### config.mk
export PLATFORM = sky130hd
export DESIGN_NAME = input_conditioner_bank
export DESIGN_NICKNAME = d
export VERILOG_FILES = /design/src/rtl/input_conditioner_bank.sv
export SDC_FILE = /design/constraint.sdc
export NUM_CORES = 1
export LEC_CHECK = 0
export BUFFER_PORTS_ARGS = -buffer_cell sky130_fd_sc_hd__buf_2
export CAP_MARGIN = 30
export CORE_MARGIN = 5
export CORE_UTILIZATION = 55
export CTS_CLUSTER_SIZE = 24
export DETAILED_ROUTE_END_ITERATION = 8
export GPL_ROUTABILITY_DRIVEN = 0
export HOLD_SLACK_MARGIN = 0.1
export PLACE_DENSITY = 0.74
export SLEW_MARGIN = 20
export SYNTH_ARGS = -nofsm -noshare
export SYNTH_HDL_FRONTEND = slang
export SYNTH_SLANG_ARGS = --single-unit
export TNS_END_PERCENT = 50
### constraint.sdc
create_clock -name clk -period 4.3 [get_ports clk]
set_input_delay 0.215 -clock clk [delete_from_list [all_inputs] [get_ports clk]]
set_output_delay 0.215 -clock clk [all_outputs]
set_load 0.01 [all_outputs]
### src/rtl/input_conditioner_bank.sv
// Bank of independent input conditioners. Each channel synchronizes, debounces
// and edge-detects one asynchronous input, and a shared counter tallies every edge pulse.
module input_conditioner_bank #(
  parameter int                  CHANNELS     = 4,
  parameter int                  WAITTIME     = 3,
  parameter int                  COUNTERWIDTH = 3,
  parameter int                  SYNCSTAGES   = 2,
  parameter logic [CHANNELS-1:0] INITVAL      = '0
) (
  input  logic                clk,
  input  logic                reset,
  input  logic                enable,
  input  logic [CHANNELS-1:0] noisysignal,
  output logic [CHANNELS-1:0] conditioned,
  output logic [CHANNELS-1:0] positiveedge,
  output logic [CHANNELS-1:0] negativeedge,
  output logic                anyedge,
  output logic [7:0]          edgecount
);

  localparam logic [COUNTERWIDTH-1:0] WAIT_LIMIT = COUNTERWIDTH'(WAITTIME);

  logic [CHANNELS-1:0] pulse;
  logic [7:0]          pulse_count;
  logic [7:0]          edgecount_reg;
  logic [7:0]          edgecount_next;

  genvar gi;
  generate
    for (gi = 0; gi < CHANNELS; gi++) begin : g_chan
      logic [SYNCSTAGES-1:0]   sync_reg;
      logic                    sync_last;
      logic                    cond_reg;
      logic                    pos_reg;
      logic                    neg_reg;
      logic [COUNTERWIDTH-1:0] count_reg;

      assign sync_last = sync_reg[SYNCSTAGES-1];

      // The chain keeps shifting even while debouncing is disabled.
      always_ff @(posedge clk or posedge reset) begin
        if (reset) begin
          sync_reg <= {SYNCSTAGES{INITVAL[gi]}};
        end else begin
          sync_reg <= {sync_reg[SYNCSTAGES-2:0], noisysignal[gi]};
        end
      end

      always_ff @(posedge clk or posedge reset) begin
        if (reset) begin
          cond_reg  <= INITVAL[gi];
          count_reg <= '0;
          pos_reg   <= 1'b0;
          neg_reg   <= 1'b0;
        end else if (!enable || (sync_last == cond_reg)) begin
          count_reg <= '0;
          pos_reg   <= 1'b0;
          neg_reg   <= 1'b0;
        end else if (count_reg >= WAIT_LIMIT) begin
          // Mismatch has persisted past the wait window: accept the new level.
          cond_reg  <= sync_last;
          count_reg <= '0;
          pos_reg   <= sync_last;
          neg_reg   <= ~sync_last;
        end else begin
          count_reg <= count_reg + 1'b1;
          pos_reg   <= 1'b0;
          neg_reg   <= 1'b0;
        end
      end

      assign conditioned[gi]  = cond_reg;
      assign positiveedge[gi] = pos_reg;
      assign negativeedge[gi] = neg_reg;
    end
  endgenerate

  assign pulse   = positiveedge | negativeedge;
  assign anyedge = |pulse;

  always_comb begin
    pulse_count = '0;
    for (int i = 0; i < CHANNELS; i++) begin
      pulse_count = pulse_count + 8'(pulse[i]);
    end
  end

  // Tallies the registered pulses, so it trails them by one cycle and wraps freely.
  assign edgecount_next = edgecount_reg + pulse_count;

  always_ff @(posedge clk or posedge reset) begin
    if (reset) begin
      edgecount_reg <= '0;
    end else begin
      edgecount_reg <= edgecount_next;
    end
  end

  assign edgecount = edgecount_reg;

endmodule

# After elaboration in Yosys (flattened, before gate mapping)
# Cells that the tools add are included.
# word_totals
regBits	40
# classes
order_cmp	4
addsub	8
mux	24
eq_ne	4
n_reduce_logical	10
n_bitwise	9
# op_table
cell	count
2-to-1 mux 3 bit	8
2-to-1 mux 1 bit	16
adder 3 x 1 -> 3 bit, second input constant	4
>= comparator 3 x 2 -> 1 bit, second input constant	4
adder 8 x 4 -> 8 bit	1
inverter 1 bit	8
AND reduction 2 bit	4
adder 3 x 1 -> 4 bit	1
equality test 1 bit	4
logical OR 1 bit	4
OR 4 bit	1
OR reduction 4 bit	1
adder 2 x 1 -> 3 bit	1
adder 1 x 1 -> 2 bit	1
logical NOT 1 bit	1

# Depth between registers and ports, before layout
# Gate-level depths: netlist of the first run.
# depth
ltp_word	5
ltp_mapped	7
mapped_depth_nobuf	7

# Worst setup path after synthesis of the first run
# OpenSTA, ideal clock, no wires.
# synth_path
path_kind	register to register
start	register g_chan[0].neg_reg
end	register edgecount_reg[4], in the netlist edgecount[4]
setup_slack_ns	1.989
required_time_ns	4.174
stages_incl_launch_ff	8
t_arrival_ns	2.185
cell_sequence	dfrtp_1 -> nor2_1 -> fa_1 -> fa_1 -> fa_1 -> nor2b_1 -> nand2_1 -> xnor2_1
# synth_between
elab_chain_len	5
# synth_lines
item	line	rtl
start: declaration	35	logic neg_reg;
start signal: assignment	64	neg_reg <= ~sync_last;
OR 4 bit	78	assign pulse = positiveedge | negativeedge;
adder 1 x 1 -> 2 bit	84	pulse_count = pulse_count + 8'(pulse[i]);
adder 2 x 1 -> 3 bit	84	
adder 3 x 1 -> 4 bit	84	
adder 8 x 4 -> 8 bit	89	assign edgecount_next = edgecount_reg + pulse_count;
net edgecount_next[4]	26	logic [7:0] edgecount_next;
end signal: assignment	95	edgecount_reg <= edgecount_next;
end: declaration	25	logic [7:0] edgecount_reg;
# The timed path passes the listed nets, and every way through them passes these cells.
# A chain may end at the register's enable or synchronous reset.

# Worst setup path after layout of the first run
# layout_path
start	register g_chan[0].neg_reg
end	register edgecount_reg[6], in the netlist edgecount[6]
# Same word-level chain as after synthesis.

==> impl_metrics.toml, run 1 <==
[outcome]
status = "finished clean"

[timing]
fmax_mhz = 409
slew_headroom_pct = 69.1
worst_pin_slew_ns = 0.462
tns_ns = 0
rsz0062_at_grt = "false"
timing.final.crit_share_pct = 56.8
maxSlewViolCount = 0
timing.final.ws_setup_ns = 1.86
period_needed_ns = 2.44
fin_skew_ns = 0.0111
finalSetupViolations = 0
finalHoldViolations = 0

[setup_path]
reg2reg_to = "edgecount[6]"
r2r_cells = 7
critical_path.max_fanout = 2
critPathKind = "reg2reg"
cp-start-kind = "register"
worstPathArrival_ns = 2.67
cp.required_ns = 4.53
r2r_slack_ns = 1.86
r2r_start = "g_chan[0].neg_reg"
cp-end-kind = "register"

[global_routing]
antenna_found_initial = 0
grt_usage_pct = 15.6
grt_max_degree = 29
grt_overflow = 0
grt_pass1_vias = 1182
grt_pass1_wl_mm = 5.13

[place]
io_buffers = 27
dp_hpwl_mm = 2.06
pre_cts_ws_ns = 1.88
placed_cells = 201
placedInstanceArea_sq_um = 1880

[yosys]
synthAdderAreaFrac_pct = 9.70
synth_edf_count = 0
syn_inst = 142
synthXorXnorAreaFrac_pct = 4.92
ys_ff_latch = 40
synth_top_family_by_area = "simple AND/OR/NAND/NOR gates"
syn_area_sq_um = 1780
ys.flop_type = "dfrtp_1"
synth_compound_area_share_pct = 4.08
ys_seq_area_share_pct = 56.2
yosys.area_share.simple_pct = 13.5
async_flop_share_pct = 100
synth_nets = 161
ys_types = 24
synth_mux_area_share_pct = 2.95
yosysWarningCount = 0
syn_area_per_cell_sq_um = 12.5

[cells_and_area]
layout-drive-gt1-share_pct = 27.1
largest_reg_flops = 12
area_growth_pct = 15.4
fin_area_sq_um = 2050
stdcell_count = 214
final_nets = 188
fillCellCount = 251
antenna_cells = 0

[power]
power_density_nw_per_um2 = 498
power.total_mw = 1.02
p_leak_nw = 1.06
peakVddDrop_v = 0.000249

[floorplanning]
die_h_um = 66.9
start_util_pct = 57.8
fp.dieW_um = 66.9
die_area_sq_um = 4470
placement_rows = 20
num_io_pins = 28
core_region_area_sq_um = 3080

[clock_network]
post_cts_buffers = 0
clkTransAtPathRegs_ns = 0.12
numCtsBuffers = 5
clk_latency_ns = 0.34
htree_levels = 2
cts_tree = "yes"
cts_root_buffer = "clkbuf_4"
cts_sinks = 40
cts_buffer_depth = 2
ctsHoldBuffers = 5
ctsResizeCount = 0

[route]
ant_nets = 0
vias_per_cell = 4.98
drtIter0Drc = 37
routed_wl_mm = 2.74
vias = 1066
wire_per_inst_um = 12.8
first_pass_iters = 4
drc = 0

[flow_run]
cap_viol_max_count = 0

[min_path]
hold_path_end = "g_chan[1].count_reg[0]"
min_path_type = "in2reg"
min-delay-start = "enable"
hold_path_depth = 3
## through the flow
step	utilization [%]	hold slack [ns]
5_1_grt	66.7	0.237
6_report	66.7	0.235
3_5_place_dp	61.0	0.247
3_3_place_gp	61.0	0.236
2_1_floorplan	-	0.246
4_1_cts	66.7	0.223
## cell usage in the layout, fill, tap and decap left out
cell type | Yosys | layout
nand2b_4 | 3 | 3
dfrtp_1 | 40 | 40
o21ai_0 | 1 | 1
mux2_2 | 1 | 1
clkbuf_4 | 0 | 5
nor3_1 | 4 | 4
a211oi_2 | 4 | 4
nand4_1 | 1 | 1
xor2_1 | 4 | 4
nand2_1 | 6 | 6
dlygate4sd3_1 | 0 | 5
fa_1 | 3 | 3
and3_1 | 1 | 1
nor3b_1 | 8 | 8
nand3_1 | 4 | 4
buf_4 | 12 | 1
nor2b_1 | 2 | 2
buf_2 | 0 | 27
nor2_1 | 12 | 12
inv_1 | 14 | 14
xnor2_1 | 6 | 6
ha_1 | 9 | 9
o2111ai_1 | 2 | 2
mux2_1 | 1 | 1
mux2_4 | 2 | 2
bufinv_16 | 0 | 3
nand2b_1 | 1 | 1
## how the worst max path moves through the flow
stage	startpoint	end	slack [ns]	cells after the start
6_report	g_chan[0].neg_reg	edgecount[6]	1.86	7
5_1_grt	g_chan[0].neg_reg	edgecount[4]	1.70	7
4_1_cts	g_chan[0].neg_reg	edgecount[4]	1.83	7
3_5_place_dp	g_chan[0].neg_reg	edgecount[4]	1.88	7
3_3_place_gp	g_chan[0].neg_reg	edgecount[4]	1.93	7
2_1_floorplan	g_chan[0].neg_reg	edgecount[4]	1.99	7
## cells in the mapped netlist (3+ instances only)
| library cell | count | area, sq um |
|---|---|---|
| a211oi_2 | 4 | 50.1 |
| buf_4 | 12 | 90.1 |
| dfrtp_1 | 40 | 1000 |
| fa_1 | 3 | 60.1 |
| ha_1 | 9 | 113 |
| inv_1 | 14 | 52.6 |
| nand2_1 | 6 | 22.5 |
| nand2b_4 | 3 | 41.3 |
| nand3_1 | 4 | 20.0 |
| nor2_1 | 12 | 45.0 |
| nor3_1 | 4 | 20.0 |
| nor3b_1 | 8 | 60.1 |
| xnor2_1 | 6 | 52.6 |
| xor2_1 | 4 | 35.0 |
## layout make-up
cell class                      instances  area (sq um)  area share [%]
Clock buffer                            5          37.5            1.83
Tap cell                               44          55.1            2.68
Multi-Input combinational cell         75           626            30.5
Inverter                               14          52.6            2.56
Timing Repair Buffer                   33           193            9.38
Clock inverter                          3          90.1            4.38
Sequential cell                        40          1000            48.7
## per-layer routing
layer  global-route usage, %  wire, um  share of wire, %  up-vias
met5                       0         0                 0        -
met4                    5.32        53               1.9        0
met3                    5.40       154               5.6        6
met2                    29.7      1500                55       22
met1                    15.5      1040                38      533
li1                        -         -                 -      505
## worst max-delay path, cell delays in order, from the launching register on
cell     delay [ns]
dfrtp_1        0.39
nor2_1         0.21
fa_1           0.49
fa_1           0.48
fa_1           0.42
nor2b_1        0.16
nand2_1        0.08
xnor2_1        0.12
## power breakdown
| group | internal (mW) | switching, mW |
|---|---|---|
| clock network | 0.240 | 0.116 |
| registers | 0.426 | 0.0517 |
| logic | 0.0950 | 0.0955 |
| total | 0.761 | 0.263 |
## cells by family (layout without fill, tap and decap cells)
kind of cell,after synthesis,count (layout)
fa+ha+maj,12,12
mux,4,4
flops,40,40
simple gates,42,42
compound gates,7,7
xor+xnor,10,10
buf+inv,27,55
(Power assumes the default switching activity.)
==> run 2: changes to the inputs <==
--- a/config.mk
+++ b/config.mk
@@ -5,15 +5,16 @@
 export SDC_FILE = /design/constraint.sdc
 export NUM_CORES = 1
 export LEC_CHECK = 0
+export ABC_AREA = 1
 export BUFFER_PORTS_ARGS = -buffer_cell sky130_fd_sc_hd__buf_2
 export CAP_MARGIN = 30
 export CORE_MARGIN = 5
-export CORE_UTILIZATION = 55
+export CORE_UTILIZATION = 50
 export CTS_CLUSTER_SIZE = 24
 export DETAILED_ROUTE_END_ITERATION = 8
 export GPL_ROUTABILITY_DRIVEN = 0
 export HOLD_SLACK_MARGIN = 0.1
-export PLACE_DENSITY = 0.74
+export PLACE_DENSITY = 0.71
 export SLEW_MARGIN = 20
 export SYNTH_ARGS = -nofsm -noshare
 export SYNTH_HDL_FRONTEND = slang
==> constraint.sdc (replaced) <==
create_clock -name clk -period 2.18 [get_ports clk]
set_input_delay 0.109 -clock clk [delete_from_list [all_inputs] [get_ports clk]]
set_output_delay 0.109 -clock clk [all_outputs]
set_load 0.01 [all_outputs]
==> impl_metrics.toml, run 2 <==
[outcome]
status = "finished clean"

[timing]
maxSlewViolCount = 0
worst_pin_slew_ns = 0.490
rsz0062_at_grt = "true"
period_needed_ns = 2.17
fin_skew_ns = 0.0108
timing.final.crit_share_pct = 99.6
fmax_mhz = 461
finalSetupViolations = 0
finalHoldViolations = 0
timing.final.ws_setup_ns = 0.00880
tns_ns = 0
slew_headroom_pct = 67.4

[global_routing]
antenna_found_initial = 0
grt_pass1_vias = 1234
grt_pass1_wl_mm = 5.05
grt_max_degree = 41
grt_usage_pct = 12.9
grt_overflow = 0

[place]
dp_hpwl_mm = 2.14
io_buffers = 27
pre_cts_ws_ns = -0.0757

[yosys]
synth.most_common_cell = "nand2_1"
syn_area_per_cell_sq_um = 9.71
synth_edf_count = 0
yosysWarningCount = 0
ys_ff_latch = 40
syn_inst = 184
synth_nets = 203
syn_area_sq_um = 1790
synthTopCellsByArea = "dfrtp_1, nand2_1, ha_1, buf_4, inv_1"
ys.flop_type = "dfrtp_1"
ys_seq_area_share_pct = 56.0
synth_common_cells = "nand2_1, dfrtp_1, inv_1"
synth_top_area_cell = "dfrtp_1"
async_flop_share_pct = 100
ys_types = 16
synth_top_area_share_pct = 56.0

[floorplanning]
die_h_um = 69.8
die_area_sq_um = 4870
start_util_pct = 52.7
core_region_area_sq_um = 3390
num_io_pins = 28
fp.dieW_um = 69.8
placement_rows = 21

[clock_network]
numCtsBuffers = 5
clk_latency_ns = 0.33
cts_buffer_depth = 2
cts_root_buffer = "clkbuf_4"
htree_levels = 2
cts_tree = "yes"
clkTransAtPathRegs_ns = 0.10
cts_sinks = 40

[setup_path]
cp-end-kind = "register"
cp-startpoint = "g_chan[0].pos_reg"
critical_path.max_fanout = 2
cp.required_ns = 2.46
critPathKind = "reg2reg"
r2r_start = "g_chan[0].pos_reg"
worstPathArrival_ns = 2.45
cp-start-kind = "register"

[cells_and_area]
final_cell_mix = "nand2_1, dfrtp_1, buf_2, inv_1, nor2_1"
fillCellCount = 295
area_growth_pct = 13.7
final_common_cell = "nand2_1"
antenna_cells = 0
final_nets = 234
layout-drive-gt1-share_pct = 23.0
largest_reg_flops = 12

[power]
power.total_mw = 1.51
peakVddDrop_v = 0.000368
p_leak_nw = 1.16
power_density_nw_per_um2 = 744

[route]
routed_wl_mm = 2.84
first_pass_iters = 4
vias_per_cell = 4.79
vias = 1241
drtIter0Drc = 54
drc = 0
ant_nets = 0
wire_per_inst_um = 11.0

[flow_run]
cap_viol_max_count = 0

[min_path]
min-delay-start = "enable"
min_path_type = "in2reg"
[run 2: cell types whose count changed after synthesis, moves of 3 or more]
cell | previous run | this run
nand2_1 | 6 | 43
nor2_1 | 12 | 22
inv_1 | 14 | 23
nor3b_1 | 8 | 0
nand3_1 | 4 | 10
xnor2_1 | 6 | 1
a211oi_2 | 4 | 0
nor2_2 | 0 | 4
nor3_1 | 4 | 8
nand2b_4 | 3 | 0
[run 2: through the flow]
step,cells,util (%),hold WS (ns),instance area [sq um]
after floorplan,184,-,0.140,1800
after global placement,247,56.5,0.216,1910
after detailed placement,247,56.5,0.219,1910
after CTS,259,59.8,0.112,2030
after global routing,259,59.9,0.116,2030
final,259,59.9,0.130,2030
[run 2: metal layers]
metal / wire length (um) / vias up / track usage, %
met5: 0 / - / 0
met4: 75 / 0 / 7.23
met3: 208 / 9 / 4.06
met2: 1360 / 32 / 21.6
met1: 1190 / 583 / 14.5
li1: - / 617 / -
[run 2: logic make-up after synthesis]
logic type	Yosys count	synth area share (%)
buffers and inverters	36	10.3
DFF	40	56.0
and+or+nand+nor	93	22.5
adders and majority gates	12	9.66
xor gates and xnor gates	3	1.47
[run 2: critical path, cell delays in order, from the launching register on]
cell     delay, ns
dfrtp_1       0.42
nor2_4        0.13
fa_1          0.44
fa_2          0.39
fa_2          0.35
inv_2         0.07
nand3_2       0.07
nor2_1        0.11
nand3_1       0.07
nand2_1       0.06
[run 2: cell type report]
cell class              instances  area (sq um)  share of cell area, %
repair buffers                 37           223                   11.0
well taps                      46          57.6                   2.83
inverters                      23          86.3                   4.25
clock buffers                   5          37.5                   1.85
flip-flops and latches         40          1000                   49.3
multi-input cells             108           627                   30.8
[run 2: repair_timing]
action | in CTS | in global routing
resized for setup | 3 | 1
hold endpoints to repair | 44 | 0
hold buffers | 5 | 0
endpoints found under the setup margin | 2 | 3
pin swaps | 4 | 1
setup buffers | 2 | 0
[run 2: where the power goes]
part           switching [mW]  total [mW]  internal, mW
sequential             0.0719       0.895         0.823
combinational           0.181       0.305         0.124
clock                   0.203       0.311         0.108
[run 2: worst paths after layout]
path / end / slack [ns] / depth (start not counted)
max: edgecount[6] / 0.009 / 9
min: g_chan[3].count_reg[2] / 0.13 / 3
max reg2reg: edgecount[6] / 0.009 / 9
min reg2reg: g_chan[2].sync_reg[1] / 0.36 / 0
max in group asynchronous: g_chan[2].sync_reg[0] / 1.35 / 4
min in group asynchronous: g_chan[3].count_reg[1] / 0.48 / 4
